### config.mk
export PLATFORM = sky130hd
export DESIGN_NAME = muldiv_unit
export DESIGN_NICKNAME = d
export VERILOG_FILES = /design/src/rtl/muldiv_pkg.sv /design/src/rtl/muldiv_step.sv /design/src/rtl/muldiv_unit.sv
export SDC_FILE = /design/constraint.sdc
export NUM_CORES = 1
export LEC_CHECK = 0
export CORE_MARGIN = 2
export CORE_UTILIZATION = 25
export CTS_BUF_LIST = sky130_fd_sc_hd__clkbuf_2 sky130_fd_sc_hd__clkbuf_4 sky130_fd_sc_hd__clkbuf_8
export DETAILED_ROUTE_END_ITERATION = 7
export PLACE_DENSITY = 0.5
export SLEW_MARGIN = 20
export SYNTH_ARGS = -nofsm -noshare
export SYNTH_HDL_FRONTEND = slang
export SYNTH_SLANG_ARGS = --single-unit
### constraint.sdc
create_clock -name clk -period 4.45 [get_ports clk]
set_input_delay 0.89 -clock clk [delete_from_list [all_inputs] [get_ports clk]]
set_output_delay 0.89 -clock clk [all_outputs]
set_load 0.02 [all_outputs]
### src/rtl/muldiv_pkg.sv
// Shared definitions for the iterative multiply/divide unit: op encodings and FSM states.
package muldiv_pkg;

  localparam logic [2:0] OP_MUL_UU = 3'b000;
  localparam logic [2:0] OP_MUL_SS = 3'b001;
  localparam logic [2:0] OP_MUL_SU = 3'b010;
  localparam logic [2:0] OP_DIV_U  = 3'b100;
  localparam logic [2:0] OP_DIV_S  = 3'b101;

  typedef enum logic [1:0] {
    IDLE = 2'd0,
    RUN  = 2'd1,
    FIN  = 2'd2
  } state_e;

endpackage

### src/rtl/muldiv_step.sv
// Combinational datapath: STEP chained MSB-first shift-add multiply or restoring divide iterations.
module muldiv_step #(
  parameter int unsigned RV   = 16,
  parameter int unsigned STEP = 1
) (
  input  logic          div_i,
  input  logic [RV-1:0] hi_i,
  input  logic [RV-1:0] lo_i,
  input  logic [RV-1:0] mplr_i,
  input  logic [RV-1:0] opnd_i,
  output logic [RV-1:0] hi_o,
  output logic [RV-1:0] lo_o,
  output logic [RV-1:0] mplr_o
);

  logic [2*RV-1:0] acc;
  logic [RV-1:0]   sh;
  logic [RV-1:0]   rem;
  logic [RV-1:0]   quo;
  logic [RV:0]     trial;

  always_comb begin
    acc   = {hi_i, lo_i};
    sh    = mplr_i;
    rem   = hi_i;
    quo   = lo_i;
    trial = '0;
    for (int unsigned i = 0; i < STEP; i++) begin
      if (div_i) begin
        // Trial subtract is one bit wider so the borrow doubles as the quotient bit.
        trial = {rem, quo[RV-1]} - {1'b0, opnd_i};
        if (!trial[RV]) rem = trial[RV-1:0];
        else            rem = {rem[RV-2:0], quo[RV-1]};
        quo = {quo[RV-2:0], ~trial[RV]};
      end else begin
        acc = (acc << 1) + (sh[RV-1] ? (2*RV)'(opnd_i) : '0);
        sh  = sh << 1;
      end
    end
    hi_o   = div_i ? rem : acc[2*RV-1:RV];
    lo_o   = div_i ? quo : acc[RV-1:0];
    mplr_o = sh;
  end

endmodule

### src/rtl/muldiv_unit.sv
// Iterative multiply/divide unit: magnitude datapath with sign fix-up, start/done handshake,
// abort and hi restore port.
module muldiv_unit
  import muldiv_pkg::*;
#(
  parameter int unsigned RV   = 16,
  parameter int unsigned STEP = 1
) (
  input  logic          clk,
  input  logic          reset_n,
  input  logic          start,
  input  logic [2:0]    op,
  input  logic [RV-1:0] a,
  input  logic [RV-1:0] b,
  input  logic          abort,
  input  logic          hi_we,
  input  logic [RV-1:0] hi_wdata,
  output logic          busy,
  output logic          done,
  output logic [RV-1:0] result,
  output logic [RV-1:0] hi,
  output logic          div0
);

  localparam int unsigned N  = RV / STEP;
  localparam int unsigned CW = (N > 1) ? $clog2(N) : 1;

  state_e          state_q, state_d;
  logic [CW-1:0]   cnt_q, cnt_d;
  logic [RV-1:0]   acc_hi_q, acc_hi_d, acc_lo_q, acc_lo_d;
  logic [RV-1:0]   mplr_q, mplr_d, opnd_q, opnd_d;
  logic            is_div_q, is_div_d, dz_q, dz_d;
  logic            neg_lo_q, neg_lo_d, neg_hi_q, neg_hi_d;
  logic            busy_q, busy_d, done_q, done_d, div0_q, div0_d;
  logic [RV-1:0]   result_q, result_d, hi_q, hi_d;

  logic [RV-1:0]   st_hi, st_lo, st_mplr;
  logic            sgn_a, sgn_b, b_zero;
  logic [RV-1:0]   mag_a, mag_b;
  logic [2*RV-1:0] prod, prod_fix;

  // Divide only honours op 01 as signed; multiply also treats a as signed for op 10.
  assign sgn_a  = a[RV-1] & ((op[1:0] == 2'b01) | (~op[2] & (op[1:0] == 2'b10)));
  assign sgn_b  = b[RV-1] & (op[1:0] == 2'b01);
  assign mag_a  = sgn_a ? RV'(-a) : a;
  assign mag_b  = sgn_b ? RV'(-b) : b;
  assign b_zero = (b == '0);

  assign prod     = {acc_hi_q, acc_lo_q};
  assign prod_fix = neg_lo_q ? -prod : prod;

  muldiv_step #(.RV(RV), .STEP(STEP)) u_step (
    .div_i  (is_div_q),
    .hi_i   (acc_hi_q),
    .lo_i   (acc_lo_q),
    .mplr_i (mplr_q),
    .opnd_i (opnd_q),
    .hi_o   (st_hi),
    .lo_o   (st_lo),
    .mplr_o (st_mplr)
  );

  always_comb begin
    state_d  = state_q;
    cnt_d    = cnt_q;
    acc_hi_d = acc_hi_q;
    acc_lo_d = acc_lo_q;
    mplr_d   = mplr_q;
    opnd_d   = opnd_q;
    is_div_d = is_div_q;
    dz_d     = dz_q;
    neg_lo_d = neg_lo_q;
    neg_hi_d = neg_hi_q;
    done_d   = 1'b0;
    div0_d   = div0_q;
    result_d = result_q;
    hi_d     = hi_q;

    unique case (state_q)
      IDLE: begin
        if (hi_we) hi_d = hi_wdata;
        if (start) begin
          is_div_d = op[2];
          dz_d     = op[2] & b_zero;
          neg_lo_d = sgn_a ^ sgn_b;
          neg_hi_d = sgn_a;
          cnt_d    = '0;
          acc_hi_d = '0;
          // A zero divisor keeps raw a so it can be returned unchanged as the remainder.
          acc_lo_d = op[2] ? (b_zero ? a : mag_a) : '0;
          mplr_d   = mag_b;
          opnd_d   = op[2] ? mag_b : mag_a;
          state_d  = (op[2] & b_zero) ? FIN : RUN;
        end
      end
      RUN: begin
        if (abort) begin
          state_d = IDLE;
        end else begin
          acc_hi_d = st_hi;
          acc_lo_d = st_lo;
          mplr_d   = st_mplr;
          cnt_d    = cnt_q + CW'(1);
          if (cnt_q == CW'(N - 1)) state_d = FIN;
        end
      end
      FIN: begin
        state_d = IDLE;
        if (!abort) begin
          done_d = 1'b1;
          if (is_div_q) begin
            div0_d = dz_q;
            if (dz_q) begin
              result_d = '1;
              hi_d     = acc_lo_q;
            end else begin
              result_d = neg_lo_q ? -acc_lo_q : acc_lo_q;
              hi_d     = neg_hi_q ? -acc_hi_q : acc_hi_q;
            end
          end else begin
            {hi_d, result_d} = prod_fix;
            div0_d = 1'b0;
          end
        end
      end
      default: state_d = IDLE;
    endcase

    busy_d = (state_d != IDLE);
  end

  always_ff @(posedge clk or negedge reset_n) begin
    if (!reset_n) begin
      state_q  <= IDLE;
      cnt_q    <= '0;
      acc_hi_q <= '0;
      acc_lo_q <= '0;
      mplr_q   <= '0;
      opnd_q   <= '0;
      is_div_q <= 1'b0;
      dz_q     <= 1'b0;
      neg_lo_q <= 1'b0;
      neg_hi_q <= 1'b0;
      busy_q   <= 1'b0;
      done_q   <= 1'b0;
      div0_q   <= 1'b0;
      result_q <= '0;
      hi_q     <= '0;
    end else begin
      state_q  <= state_d;
      cnt_q    <= cnt_d;
      acc_hi_q <= acc_hi_d;
      acc_lo_q <= acc_lo_d;
      mplr_q   <= mplr_d;
      opnd_q   <= opnd_d;
      is_div_q <= is_div_d;
      dz_q     <= dz_d;
      neg_lo_q <= neg_lo_d;
      neg_hi_q <= neg_hi_d;
      busy_q   <= busy_d;
      done_q   <= done_d;
      div0_q   <= div0_d;
      result_q <= result_d;
      hi_q     <= hi_d;
    end
  end

  assign busy   = busy_q;
  assign done   = done_q;
  assign result = result_q;
  assign hi     = hi_q;
  assign div0   = div0_q;

endmodule

==> impl_metrics.py <==
metrics = {
    "power_and_ir_drop": {
        "switching_share_pct": 45.36,
        "p_per_area_nw_per_um2": 409.1,
        "total_power_w": 0.004281,
        "power.switching_w": 0.001942,
        "vdd_drop_max_v": 0.0001807,
        "p_clk_share_pct": 15.7,
        "internal_power_w": 0.002339,
        "pwr-share-comb_pct": 48.7,
        "seqPwrFrac_pct": 35.6,
        "p_leak_nw": 4.258,
    },
    "global_route": {
        "met3_usage_pct": 2.382,
        "grt.total_usage_pct": 16.17,
        "grt_max_degree": 72,
        "antenna_found_initial": 0,
        "grt_use_met2_pct": 24.70,
        "globalRouteMet1Util_pct": 22.96,
        "grt_pass1_vias": 7983,
        "grt_first_pass_wirelength_um": 46570,
        "grt.busiest_layer": "met2",
        "overflow": 0,
    },
    "yosys": {
        "ys_seq_elements": 109,
        "ys_types": 67,
        "synth_edf_count": 0,
        "synth-main-ff-cell": "dfrtp_1",
        "yosysSeqAreaShare_pct": 30.77,
        "synthCells": 1125,
        "synth_nets": 1220,
        "synth.avg_cell_area_um2": 7.880,
        "ys_warn_count": 0,
        "synth_area_um2": 8865,
        "synthArstFlopShare_pct": 100.0,
    },
    "cts": {
        "htreeDepth": 3,
        "clockBufferDepth": 2,
        "postCtsHoldBufs": 0,
        "cts_buffers": 9,
        "cts_setup_buffers": 0,
        "clkLatencyLatePin_ns": 0.40,
        "clk_pin_slew_ns": 0.12,
        "cts_root_buf": "clkbuf_8",
        "cts_resized": 0,
        "cts_tree": "done",
        "cts_sinks": 109,
    },
    "setup_path": {
        "cp-start-kind": "register",
        "reg2regPathDepth": 13,
        "critPathKind": "register to register",
        "arrival_ns": 3.97,
        "cp-end-kind": "register",
        "path_max_fanout": 11,
        "cp.required_ns": 4.71,
    },
    "worst_hold_path": {
        "whs_path_depth": 2,
        "hold_class": "register to register",
    },
    "die": {
        "rows": 68,
        "die_x_um": 192.3,
        "io_pins": 91,
        "die_y_um": 192.3,
        "core-area_um2": 34710,
        "start_util_pct": 25.54,
        "fp.dieArea_um2": 36980,
    },
    "status": {
        "status": "completed",
    },
    "route": {
        "wirelength_um": 29520,
        "ant_nets": 0,
        "drtIter0Drc": 581,
        "via_count": 8203,
        "drc": 0,
        "vias_per_cell": 4.999,
        "wire_per_inst_um": 17.99,
        "drtPass1Iterations": 5,
    },
    "finish": {
        "n_fill_cell": 3798,
        "final_cells": 1641,
        "diodes": 0,
        "final_cell_mix": "nand2_1, nor2_1, dfrtp_1",
        "area_delta_synth_final_pct": 18.04,
        "nNetsFinal": 1276,
        "final_layout_size_suffix_gt1_share_pct": 5.228,
        "final_common_cell": "nand2_1",
    },
    "timing": {
        "fin_crit_sh_pct": 83.37,
        "period_minus_slack_ns": 3.710,
        "setup_viol": 0,
        "hold_viol": 0,
        "skew_ns": 0.01212,
        "worst_pin_slew_ns": 1.054,
        "fmax_mhz": 269.5,
        "slew_headroom_pct": 29.73,
        "worst_slack_ns": 0.7399,
        "rsz0062_at_grt": "false",
        "tns_ns": 0,
        "slew_violations": 0,
        "whs_ns": 0.4933,
    },
    "placed_design": {
        "hpwlAfterDp_um": 22490,
        "dpl_worst_slack_ns": 0.8381,
        "gp_congestion": 0.8425,
        "dp.cells": 1625,
        "port_buffers": 90,
    },
    "job": {
        "cap_violations": 0,
    },
}
[worst max-delay path, stage by stage, from the launching register on]
cell and delay [ns]:
dfrtp_1 0.53, inv_1 0.17, ha_1 0.19, inv_1 0.06
fa_1 0.41, a211oi_1 0.30, o211ai_1 0.17, a41oi_1 0.41
o21a_1 0.17, o211a_1 0.45, buf_4 0.30, nor2_1 0.07
a221oi_1 0.21, o21ai_0 0.13
[per-stage QoR]
step | utilization [%] | cell area [um2]
floorplan | - | 8865
global placement | 29.55 | 10260
detailed placement | 29.55 | 10260
CTS | 30.14 | 10460
global route | 30.14 | 10460
finish | 30.14 | 10460
[registers in the layout, indices dropped and copies added (netlist names)]
| register | count |
|---|---|
| done | 1 |
| hi | 16 |
| neg_hi_q | 1 |
| result | 16 |
| acc_lo_q | 16 |
| dz_q | 1 |
| cnt_q | 4 |
| div0 | 1 |
| neg_lo_q | 1 |
| acc_hi_q | 16 |
| is_div_q | 1 |
| opnd_q | 16 |
| mplr_q | 16 |
| state_q | 2 |
| busy | 1 |
[kinds of logic (layout without fill, tap and decap cells)]
logic type               after synthesis  after routing  synth area share [%]
AND/OR/NAND/NOR                      393            393                 20.71
AO/OA/AOI/OAI                        325            325                 22.68
adder cells (fa/ha/maj)               39             39                 5.674
multiplexers                          30             30                 3.430
XOR/XNOR                             122            122                 12.05
flip-flops                           109            109                 30.77
buffers and inverters                107            168                 4.686
[Yosys cell counts (5+ instances only)]
cell      count  area, um2
a211oi_1      7      52.55
a21o_1       11      82.58
a21oi_1      94      470.5
a221oi_1     11      96.34
and2_1       22      137.6
and3_1        8      50.05
buf_1         8      30.03
buf_2         5      25.02
clkbuf_1     55      206.5
dfrtp_1     109       2728
ha_1         37      462.9
inv_1        36      135.1
mux2i_1      27      270.3
nand2_1     137      514.2
nand2b_1     13      81.33
nand3_1      33      165.2
nand4_1       7      43.79
nor2_1      117      439.2
nor2b_1       6      37.54
nor3_1       14      70.07
o211ai_1     22      165.2
o21a_1        9      67.56
o21ai_0      98      490.5
o221ai_1     13      113.9
o31ai_1      12      90.09
o41ai_1       7      61.31
or2_2         5      31.28
or3_1         9      56.30
xnor2_1      63      551.8
xor2_1       59      516.8
[path summary, 6_finish.rpt]
check / startpoint / slack [ns] / end
max in group asynchronous: reset_n / 3.05 / mplr_q[14]$_DFFE_PN0P_
worst max-delay path: acc_lo_q[15]$_DFFE_PN0P_ / 0.74 / acc_hi_q[15]$_DFFE_PN0P_
worst min-delay path: hi[9]$_DFFE_PN0P_ / 0.49 / hi[9]$_DFFE_PN0P_
min in group asynchronous: reset_n / 0.62 / hi[0]$_DFFE_PN0P_
worst min register to register: hi[9]$_DFFE_PN0P_ / 0.49 / hi[9]$_DFFE_PN0P_
worst max register to register: acc_lo_q[15]$_DFFE_PN0P_ / 0.74 / acc_hi_q[15]$_DFFE_PN0P_
[per-layer routing]
layer	wire, um	share of wire (%)
met4	973	3.3
met3	1307	4.4
met5	0	0
met2	12700	43
met1	14540	49
[layout make-up]
type | count | area [um2] | area share, %
inverters | 38 | 142.6 | 1.363
clock buffers | 10 | 137.6 | 1.315
flip-flops and latches | 109 | 2728 | 26.07
multi-input cells | 909 | 5727 | 54.73
repair buffers | 114 | 1091 | 10.43
well taps | 455 | 569.3 | 5.441
clock inverters | 6 | 68.82 | 0.6577
[power groups by stage]
stage	clock, W	combinational, W	sequential [W]
final	0.000672	0.00209	0.00152
after global routing	0.000735	0.00233	0.00156
after CTS	0.000698	0.00208	0.00152
after detailed placement	0	0.00207	0.00154
after global placement	0	0.00207	0.00154
after floorplan	0	0.00151	0.00140
Power figures use the tool's default switching activity.
